File: src/rtl/mouse_action_ctrl.sv
// mouse_action_ctrl: turns mouse clicks and cheat gestures into board
// commands and merges them with remote commands onto one valid/ready slot.
//
// Ports:
//   clk_i, rst_ni          clock, asynchronous active-low reset
//   flush_i                clears selection and local pending command
//   my_turn_i              local player may act
//   l_click_i              single-cycle left-click pulse
//   cheat_activate_i       single-cycle cheat-gesture pulse
//   mouse_inblock_i        cursor is over a board block
//   mouse_block_x_i/_y_i   block column (0-17) / row (0-7)
//   remote_req_i/_cmd_i    remote command, held until remote_ack_o
//   remote_ack_o           one-cycle pulse: remote command accepted
//   cmd_valid_o/cmd_o      output command {kind,src_x,src_y,dst_x,dst_y}
//   cmd_remote_o           current cmd_o came from remote
//   cmd_ready_i            consumer accepts cmd_o
//   sel_active_o/_x_o/_y_o held source selection
module mouse_action_ctrl #(
   parameter int unsigned TIMEOUT_CYC = 100_000_000
) (
   input  logic        clk_i,
   input  logic        rst_ni,
   input  logic        flush_i,
   input  logic        my_turn_i,
   input  logic        l_click_i,
   input  logic        cheat_activate_i,
   input  logic        mouse_inblock_i,
   input  logic [4:0]  mouse_block_x_i,
   input  logic [2:0]  mouse_block_y_i,
   input  logic        remote_req_i,
   input  logic [17:0] remote_cmd_i,
   output logic        remote_ack_o,
   output logic        cmd_valid_o,
   output logic [17:0] cmd_o,
   output logic        cmd_remote_o,
   input  logic        cmd_ready_i,
   output logic        sel_active_o,
   output logic [4:0]  sel_x_o,
   output logic [2:0]  sel_y_o
);

   localparam int unsigned CNT_W = 27;
   localparam logic [CNT_W-1:0] CNT_LAST = CNT_W'(TIMEOUT_CYC - 1);
   localparam logic [1:0] KIND_MOVE  = 2'b01;
   localparam logic [1:0] KIND_CHEAT = 2'b10;

   typedef enum logic [1:0] {
      ST_IDLE,
      ST_HELD,
      ST_WAIT
   } state_e;

   state_e      state_q, state_d;
   logic [17:0] pend_q, pend_d;
   logic        pend_full_q, pend_full_d;
   logic [4:0]  sel_x_q, sel_x_d;
   logic [2:0]  sel_y_q, sel_y_d;
   logic        sel_active_q, sel_active_d;
   logic [CNT_W-1:0] cnt_q, cnt_d;

   logic [17:0] cmd_q, cmd_d;
   logic        cmd_valid_q, cmd_valid_d;
   logic        cmd_remote_q, cmd_remote_d;
   logic        remote_ack_q, remote_ack_d;
   logic        last_rem_q, last_rem_d;

   logic click_ok;
   logic same_blk;
   logic timed_out;
   logic slot_free;
   logic rem_cand;
   logic loc_cand;
   logic gnt_rem;
   logic gnt_loc;

   // Every 3-bit row value is a legal row, so only the column is range-checked.
   assign click_ok  = l_click_i && my_turn_i && mouse_inblock_i &&
                      (mouse_block_x_i <= 5'd17);
   assign same_blk  = (mouse_block_x_i == sel_x_q) &&
                      (mouse_block_y_i == sel_y_q);
   assign timed_out = (cnt_q == CNT_LAST);

   // The remote side keeps its request up through the ack cycle, so the
   // request is ignored while our own ack is still visible.
   assign slot_free = !cmd_valid_q || cmd_ready_i;
   assign rem_cand  = remote_req_i && !remote_ack_q;
   assign loc_cand  = pend_full_q;
   assign gnt_rem   = slot_free && rem_cand && (!loc_cand || !last_rem_q);
   assign gnt_loc   = slot_free && loc_cand && (!rem_cand || last_rem_q);

   always_comb begin
      state_d     = state_q;
      pend_d      = pend_q;
      pend_full_d = pend_full_q;
      sel_x_d     = sel_x_q;
      sel_y_d     = sel_y_q;
      cnt_d       = cnt_q;
      unique case (state_q)
         ST_IDLE: begin
            if (cheat_activate_i) begin
               state_d     = ST_WAIT;
               pend_d      = {KIND_CHEAT, 16'b0};
               pend_full_d = 1'b1;
            end else if (click_ok) begin
               state_d = ST_HELD;
               sel_x_d = mouse_block_x_i;
               sel_y_d = mouse_block_y_i;
               cnt_d   = '0;
            end
         end
         ST_HELD: begin
            if (cheat_activate_i) begin
               state_d     = ST_WAIT;
               pend_d      = {KIND_CHEAT, 16'b0};
               pend_full_d = 1'b1;
            end else if (!my_turn_i) begin
               state_d = ST_IDLE;
            end else if (l_click_i) begin
               if (click_ok && !same_blk) begin
                  state_d     = ST_WAIT;
                  pend_d      = {KIND_MOVE, sel_x_q, sel_y_q,
                                 mouse_block_x_i, mouse_block_y_i};
                  pend_full_d = 1'b1;
               end else begin
                  state_d = ST_IDLE;
               end
            end else if (timed_out) begin
               state_d = ST_IDLE;
            end else begin
               cnt_d = cnt_q + CNT_W'(1);
            end
         end
         ST_WAIT: begin
            if (gnt_loc) begin
               state_d     = ST_IDLE;
               pend_full_d = 1'b0;
            end
         end
         default: begin
            state_d     = ST_IDLE;
            pend_full_d = 1'b0;
         end
      endcase
      if (flush_i) begin
         state_d     = ST_IDLE;
         pend_d      = '0;
         pend_full_d = 1'b0;
         cnt_d       = '0;
      end
   end

   assign sel_active_d = (state_d == ST_HELD);

   always_comb begin
      cmd_d        = cmd_q;
      cmd_valid_d  = cmd_valid_q && !cmd_ready_i;
      cmd_remote_d = cmd_remote_q;
      last_rem_d   = last_rem_q;
      remote_ack_d = gnt_rem;
      unique case (1'b1)
         gnt_rem: begin
            cmd_d        = remote_cmd_i;
            cmd_valid_d  = 1'b1;
            cmd_remote_d = 1'b1;
            last_rem_d   = 1'b1;
         end
         gnt_loc: begin
            cmd_d        = pend_q;
            cmd_valid_d  = 1'b1;
            cmd_remote_d = 1'b0;
            last_rem_d   = 1'b0;
         end
         default: ;
      endcase
   end

   always_ff @(posedge clk_i or negedge rst_ni) begin
      if (!rst_ni) begin
         state_q      <= ST_IDLE;
         pend_q       <= '0;
         pend_full_q  <= 1'b0;
         sel_x_q      <= '0;
         sel_y_q      <= '0;
         sel_active_q <= 1'b0;
         cnt_q        <= '0;
      end else begin
         state_q      <= state_d;
         pend_q       <= pend_d;
         pend_full_q  <= pend_full_d;
         sel_x_q      <= sel_x_d;
         sel_y_q      <= sel_y_d;
         sel_active_q <= sel_active_d;
         cnt_q        <= cnt_d;
      end
   end

   always_ff @(posedge clk_i or negedge rst_ni) begin
      if (!rst_ni) begin
         cmd_q        <= '0;
         cmd_valid_q  <= 1'b0;
         cmd_remote_q <= 1'b0;
         remote_ack_q <= 1'b0;
         last_rem_q   <= 1'b0;
      end else begin
         cmd_q        <= cmd_d;
         cmd_valid_q  <= cmd_valid_d;
         cmd_remote_q <= cmd_remote_d;
         remote_ack_q <= remote_ack_d;
         last_rem_q   <= last_rem_d;
      end
   end

   assign remote_ack_o = remote_ack_q;
   assign cmd_valid_o  = cmd_valid_q;
   assign cmd_o        = cmd_q;
   assign cmd_remote_o = cmd_remote_q;
   assign sel_active_o = sel_active_q;
   assign sel_x_o      = sel_x_q;
   assign sel_y_o      = sel_y_q;

endmodule

File: config.mk
export PLATFORM = sky130hd
export DESIGN_NAME = mouse_action_ctrl
export DESIGN_NICKNAME = d
export VERILOG_FILES = /design/src/rtl/mouse_action_ctrl.sv
export SDC_FILE = /design/constraint.sdc
export NUM_CORES = 1
export LEC_CHECK = 0
export ABC_AREA = 1
export CAP_MARGIN = 40
export CORE_MARGIN = 5
export CORE_UTILIZATION = 40
export CTS_CLUSTER_SIZE = 10
export DETAILED_ROUTE_END_ITERATION = 10
export MAX_ROUTING_LAYER = met4
export PLACE_DENSITY = 0.59
export SYNTH_ARGS = -nofsm -noshare
export SYNTH_HDL_FRONTEND = slang
export SYNTH_SLANG_ARGS = --single-unit
File: constraint.sdc
create_clock -name clk_i -period 1.9 [get_ports clk_i]
set_input_delay 0.285 -clock clk_i [delete_from_list [all_inputs] [get_ports clk_i]]
set_output_delay 0.285 -clock clk_i [all_outputs]
set_load 0.01 [all_outputs]
Word level (Yosys, flattened, before mapping)
Index checks and enable logic that the tools add are counted.
Widths: inputs -> output; s select.

word-level totals
  word-level logic and storage cells = 96
  flip-flop bits (word level) = 78

cells by class
  $lt $le $gt $ge = 1
  equality and inequality tests = 17
  reductions and logical operators = 29
  bitwise logic cells = 1
  muxes and demuxes = 36
  $add $sub $neg = 1

operators with widths
  operator               count
  $mux 27                7
  $mux 18                6
  $pmux 18 s2            2
  $pmux 27 s2            1
  $add 27x1->27 const B  1
  $eq 27x27->1 const B   1
  $ne 3x3->1 const B     8
  $mux 2                 9
  $ne 4x4->1 const B     3
  $logic_and 1x1->1      11
  $reduce_and 5->1       2
  $mux 1                 8
  $logic_not 1->1        7
  $reduce_and 7->1       1
  $pmux 2 s3             1
  $eq 5x5->1             1
  $le 5x5->1 const B     1
  $eq 2x1->1 const B     2
  $eq 3x3->1             1
  $logic_or 1x1->1       3
  $pmux 1 s3             1
  $reduce_and 3->1       1
  $reduce_bool 3->1      1
  $eq 2x2->1 const B     1
  other kinds (5)        5

Longest topological paths before layout
  depth after elaboration = 11
  depth in mapped cells = 13
  depth with buffers taken out = 12

Worst setup path before layout
Ideal clock, no wire load.

  path kind = flip-flop to flip-flop
  start point = register cnt_q[0]
  end point = register cnt_q[10]
  slack = 0.176 ns
  data arrival time = 1.606 ns
  cell stages (with the launch flop) = 14
  path buffers = 1
  setup time = 0.117 ns
  cells stage by stage = dfrtp_1 -> ha_1 -> nand2_2 -> nor2_8 -> nand2_4 -> nor2_1 -> nand2_1 -> nand2_2 -> nand2_2 -> nand2_4 -> inv_2 -> buf_6 -> nand2_1 -> o21ai_2

on the way
  cells in the longest elaborated chain, start to end = 7
  elaborated cells on any way between the ends = 10
  those cells by class = add/sub (1); eq/ne (2); mux (6); reduce/logical (1)

ends and longest elaborated chain
  item                    RTL line  text
  start, declared         59        logic [CNT_W-1:0] cnt_q, cnt_d;
  start signal, assigned  193       cnt_q <= cnt_d;
  $add 27x1->27           130       cnt_d = cnt_q + CNT_W'(1);
  $mux 27                 127       end else if (timed_out) begin
  $mux 27                 118       end else if (l_click_i) begin
  $mux 27                 116       end else if (!my_turn_i) begin
  $mux 27                 112       if (cheat_activate_i) begin
  $pmux 27 s2             98        unique case (state_q)
  $mux 27                 144       if (flush_i) begin

Several ways; a longest one is shown, not always the timed one. The select of a mux whose other input is x is not followed.
A chain may end at the register's enable or synchronous reset.

Final worst setup path
  start point = register cnt_q[1]
  end point = register cnt_q[10]

The elaborated chain is that of the path after synthesis.

==> run summary <==
GRT Total Usage - 19.2%
routability cong. - 0.955
Synth Register Bits - 78
Mapped Nets - 601
CTS sink count - 78
Cells after Synth - 565
fin crit share - 95.5%
Avg WL per Cell - 14.2 um
clk slew on worst S/H paths - 0.11 ns
share of cells above drive strength 1 - 14.4%
share of flip-flops with an asynchronous set or reset - 100%
peak supply drop - 366 uV
top cells by count, synth - 199 x nand2_1, 78 x dfrtp_1, 46 x inv_1, 46 x nor2_1, 43 x nand3_1
Area after DPL - 5310 um2
first-pass iteration count of the detailed router - 4
post-DP HPWL - 8.69 mm
Syn Area/Cell - 7.50 um2
floorplan row count - 37
input/output buffers - 64
status - finished, final reports clean
DR vias - 3,895
top post-synthesis cells by area - dfrtp_1 46%, nand2_1 18%, nand3_1 5.1%
crit path max fanout - 15
Critical Path AT - 2.06 ns
Worst Skew - 0.0199 ns
number of buffers created by CTS - 9
Hold Crit Class - in2async
largest net degree at the start of global routing - 31
EDFF count, synth - 0
WHS - 0.370 ns
YS warnings - 0
# IOs - 65
DRC Markers - 0
first-pass GRT wire length - 19.2 mm
initial drt markers - 267
Max Cap Viol - 0
# nets final - 699
clock latency on the worst-skew pair - 0.37 ns
final antenna diode count - 0
Max-slew headroom - 68.7%
Final Hold Viols - 0
vias in the first global route - 3,905
Tot Pwr - 4.79 mW
Layout area overhead - 31.6%
Max Clock Freq - 551 MHz
clock buffer depth - 2
Tightest Pin Transition - 0.465 ns
WS Path Type - reg2reg
crit end category - flop
full die area - 12,700 um2
Main synth FF type - dfrtp_1
core box area - 10,300 um2
Final min period - 1.81 ns
CTS tree - yes
Req. time, crit path - 2.15 ns
Startpoint Class - flop
Slew Viols, Final - 0
drt via density - 4.84
post-synth cell types - 32
root buf cell - clkbuf_8
Die Y - 113 um
initial antenna violation count - 0
DIE WIDTH - 113 um
mapped cell area - 4240 um2
Starting Density - 41.0%
largest area contributor in the netlist - dfrtp_1
post-route setup TNS - 0 ns
post-synth top area share - 46.1%
static leakage - 2.51 nW
total power per unit cell area - 859 nW/um2
antenna violation net count after detailed routing - 0
Design Area, Final - 5570 um2
DRT Wirelength - 11.4 mm
H-tree depth - 3
register area share after synthesis - 46.1%
cell with the most instances after synthesis - nand2_1
GRT Residual Overflow - 0
setup violators final - 0
==> layer usage <==
layer	track usage [%]	up-vias	wire, um
met3	2.94	13	623
met5	-	-	0
met1	26.0	1782	5270
met2	29.7	98	5370
met4	6.09	0	153
li1	-	2002	-
==> cells in the final DEF, fill, tap and decap left out, types with 2 or more instances in the layout <==
cell / netlist / final
clkbuf_8: 0 / 9
nor3_1: 19 / 19
a21o_1: 2 / 2
o21ai_1: 22 / 22
o21ai_2: 9 / 9
buf_12: 0 / 7
buf_4: 2 / 32
nand2_2: 4 / 5
nor2_1: 46 / 43
nand3_2: 5 / 6
nor2_4: 1 / 2
inv_2: 7 / 7
clkdlybuf4s50_1: 0 / 63
nand2_4: 2 / 3
dfrtp_1: 78 / 78
nor2_2: 3 / 5
a21oi_1: 8 / 8
nand2_1: 199 / 197
xnor2_1: 3 / 3
nor3b_1: 3 / 3
inv_8: 0 / 3
nand4_1: 13 / 13
inv_1: 46 / 46
xor2_1: 12 / 12
o21ai_0: 18 / 18
nand3_1: 43 / 42
==> sequential cells by signal, summed over array words and instances (netlist names), 2 cells and up <==
| register | cells |
|---|---|
| sel_x_o | 5 |
| cnt_q | 27 |
| state_q | 2 |
| cmd_o | 18 |
| sel_y_o | 3 |
| pend_q | 18 |
==> power breakdown <==
group	leakage (nW)	switching, mW	total (mW)	internal, mW
logic	1.35	0.671	1.39	0.714
clock network	0.106	0.701	1.34	0.641
registers	1.05	0.166	2.06	1.89
==> cells by family (layout without fill, tap and decap cells) <==
group,count (synthesis),count (layout),share of synthesized area [%]
XOR/XNOR,15,15,3.10
AO/OA/AOI/OAI,61,61,8.27
flip-flops,78,78,46.1
adder cells (fa/ha/maj),1,1,0.295
buffers and inverters,70,173,7.03
AND/OR/NAND/NOR,340,340,35.2
==> area by class of cell <==
type / count / area [um2]
fillers: 1006 / 4750
multi-input cells: 417 / 2020
flip-flops and latches: 78 / 1950
repair buffers: 103 / 1020
inverters: 54 / 203
well taps: 136 / 170
clock buffers: 9 / 124
clock inverters: 7 / 88.8
==> path summary, 6_finish.rpt <==
kind | start | endpoint | slack, ns | cells past startpoint
worst max-delay path | cnt_q[1] | cnt_q[10] | 0.09 | 13
worst min-delay path | rst_ni | cmd_o[6] | 0.37 | 2
worst max register to register | cnt_q[1] | cnt_q[10] | 0.09 | 13
worst min register to register | pend_q[16] | pend_q[16] | 0.48 | 2
max in group asynchronous | rst_ni | cmd_o[13] | 0.96 | 3
min in group clk_i | remote_cmd_i[2] | cmd_o[2] | 0.46 | 3
==> critical path: stages, from the launching register on <==
cell,delay (ns)
dfrtp_1,0.40
ha_2,0.23
nand2_4,0.08
nor2_8,0.11
nand2_4,0.08
nor2_4,0.12
nand2_2,0.09
nand2_2,0.09
nand2_2,0.06
nand2_4,0.09
inv_2,0.07
buf_12,0.15
nand2_1,0.07
o21ai_2,0.05
==> what timing repair did <==
action                                  4_1_cts  5_1_grt
endpoints found under the setup margin        0       22
gates resized for setup                       0        9
hold buffers                                  1        0
setup buffers                                 0        1
hold endpoints to repair                     27        0
==> metrics by stage <==
step / instances / utilization (%) / worst slack [ns]
final: 804 / 54.0 / 0.0851
after global routing: 804 / 54.0 / -0.0348
after CTS: 803 / 53.6 / 0.0159
after detailed placement: 786 / 51.5 / -0.110
after global placement: 786 / 51.5 / -0.0701
after floorplan: 565 / - / 0.176
Power figures use the tool's default switching activity.
==> patch, RTL diff (config.mk and constraints unchanged) <==
Set the localparam `CNT_W` to 19 (it was 27).
--- a/src/rtl/mouse_action_ctrl.sv
+++ b/src/rtl/mouse_action_ctrl.sv
@@ -39,7 +39,7 @@
    output logic [2:0]  sel_y_o
 );
 
-   localparam int unsigned CNT_W = 27;
+   localparam int unsigned CNT_W = 19;
    localparam logic [CNT_W-1:0] CNT_LAST = CNT_W'(TIMEOUT_CYC - 1);
    localparam logic [1:0] KIND_MOVE  = 2'b01;
    localparam logic [1:0] KIND_CHEAT = 2'b10;
Check against the original RTL: no difference found for any inputs over 4 cycles, from zero or initial values and one cycle with rst_ni low; that may be too few to reach the edited logic, so the function may still have changed.
==> patch against the unedited design <==
- first-iteration DRC count is 29% lower
- sequential cell count decreased by 8
- wire length fell by 15%
- total power shrank 2.0%
- area after synthesis fell by 14%
- worst setup slack better by 0.062 ns
- final area shrank 11%
- synthesized cell count fell by 16%
- critical path type unchanged
- largest power group unchanged
- highest routed layer unchanged
==> patch: results (changes against the unedited design) <==
metric	value	unit	change
Synth area leaders	dfrtp_1 (48%), nand2_1 (17%), nand3_1 (7.2%)		
clock latency on the worst-skew pair	0.34	ns	-0.03 ns
Worst-Margin Slew	0.516	ns	+0.0511 ns
LEAKAGE	2.37	nW	-5.6%
worst setup path end	cnt_q[4]		
fraction of area in multi-input gates	33.3	%	-2.9 points
ClkCell Share	4.92	%	+1.1 points
syn nets	509		-15%
Seq cells	70		-10%
crit start category	flip-flop		
layout cell share with drive strength beyond 1	16.1	%	+1.8 points
Commonest cells post-synth	nand2_1 (170), dfrtp_1 (70), nand3_1 (53)		
sequential cell area fraction in the yosys report	47.8	%	+1.8 points
DP Wirelength	7.15	mm	-18%
Non-Filler Instances	694		-14%
starting DRC count in detailed routing	189		-29%
routed wl met2	4.23	mm	-21%
Post-Synthesis Cells	473		-16%
WL met1	4.86	mm	-7.8%
FF+latch area	0.00175	mm²	-10%
Via Count	3343		-14%
worst slack, placed	-0.140	ns	-0.0299 ns
Non-CTS buffers	109		+5.8%
M2 GR Usage	27.6	%	-2.1 points
Clock Skews	0.00913	ns	-0.0108 ns
Largest register FFs	19		-30%
Worst VDD drop	0.400	mV	+9.1%
M1 GR Usage	26.8	%	+0.78 points
met3 WL post-DR	532	µm	-15%
Post-DP Area	0.00470	mm²	-12%
R2R setup slack	0.15	ns	+0.06 ns
vias in the first global route	3264		-16%
Layout non-clock buf frac	20.3	%	+2.0 points
status	finished clean		
M3 GR Usage	3.18	%	+0.24 points
CTS clk-pin slew, worst paths	0.08	ns	-0.03 ns
largest net degree at the start of global routing	50		+61%
CP arrival	1.98	ns	-0.08 ns
placed cell count	677		-14%
Seq area share	35.3	%	+0.27 points
core box area	0.00906	mm²	-12%
comb_multi_in	344		-18%
post_cts resized	0		unchanged
# clk buffers	9		unchanged
NumNets Final	614		-12%
CP Max Fanout	4		-11
first-pass GRT wire length	16.5	mm	-14%
fill cell count	856		-15%
Total GRT Usage	18.7	%	-0.46 points
Min Hold Slack	0.445	ns	+0.0756 ns
drt total wl	9.72	mm	-15%
TritonRoute pass-1 iters	4		unchanged
worst min path class	in -> async		
GPL Wtd Cong	0.859		-10%
Peak Freq	571	MHz	+3.6%
Non-clk invs	44		-19%
[patch: cell types whose count changed after synthesis, sizes merged, moves of 4 or more]
cell,unedited run,this run
dfrtp,78,70
inv,53,44
nand2,205,176
nand3,48,54
nand4,13,9
nor2,51,31
nor3,20,15
o21ai,49,29
[patch: power breakdown]
group / switching, mW / internal [mW]
Combinational: 0.604 / 0.688
Sequential: 0.180 / 1.72
Clock: 0.615 / 0.880
[patch: worst max-delay path, delay by kind of cell (launching register included)]
family                     cells  cell delay, ns
AOI/OAI and AO/OA              1            0.06
DFF                            1            0.40
and+or+nand+nor                9            0.76
buffers and inverters          2            0.21
adders and majority gates      1            0.20
[patch: cells by family (layout without fill, tap and decap cells)]
logic type | count (synthesis) | in the layout | synth area share (%)
xor gates and xnor gates | 13 | 13 | 3.11
and+or+nand+nor | 290 | 290 | 35.4
adders and majority gates | 1 | 1 | 0.342
DFF | 70 | 70 | 47.8
AOI/OAI and AO/OA | 38 | 38 | 5.67
muxes | 2 | 2 | 0.615
buffers and inverters | 59 | 169 | 7.01
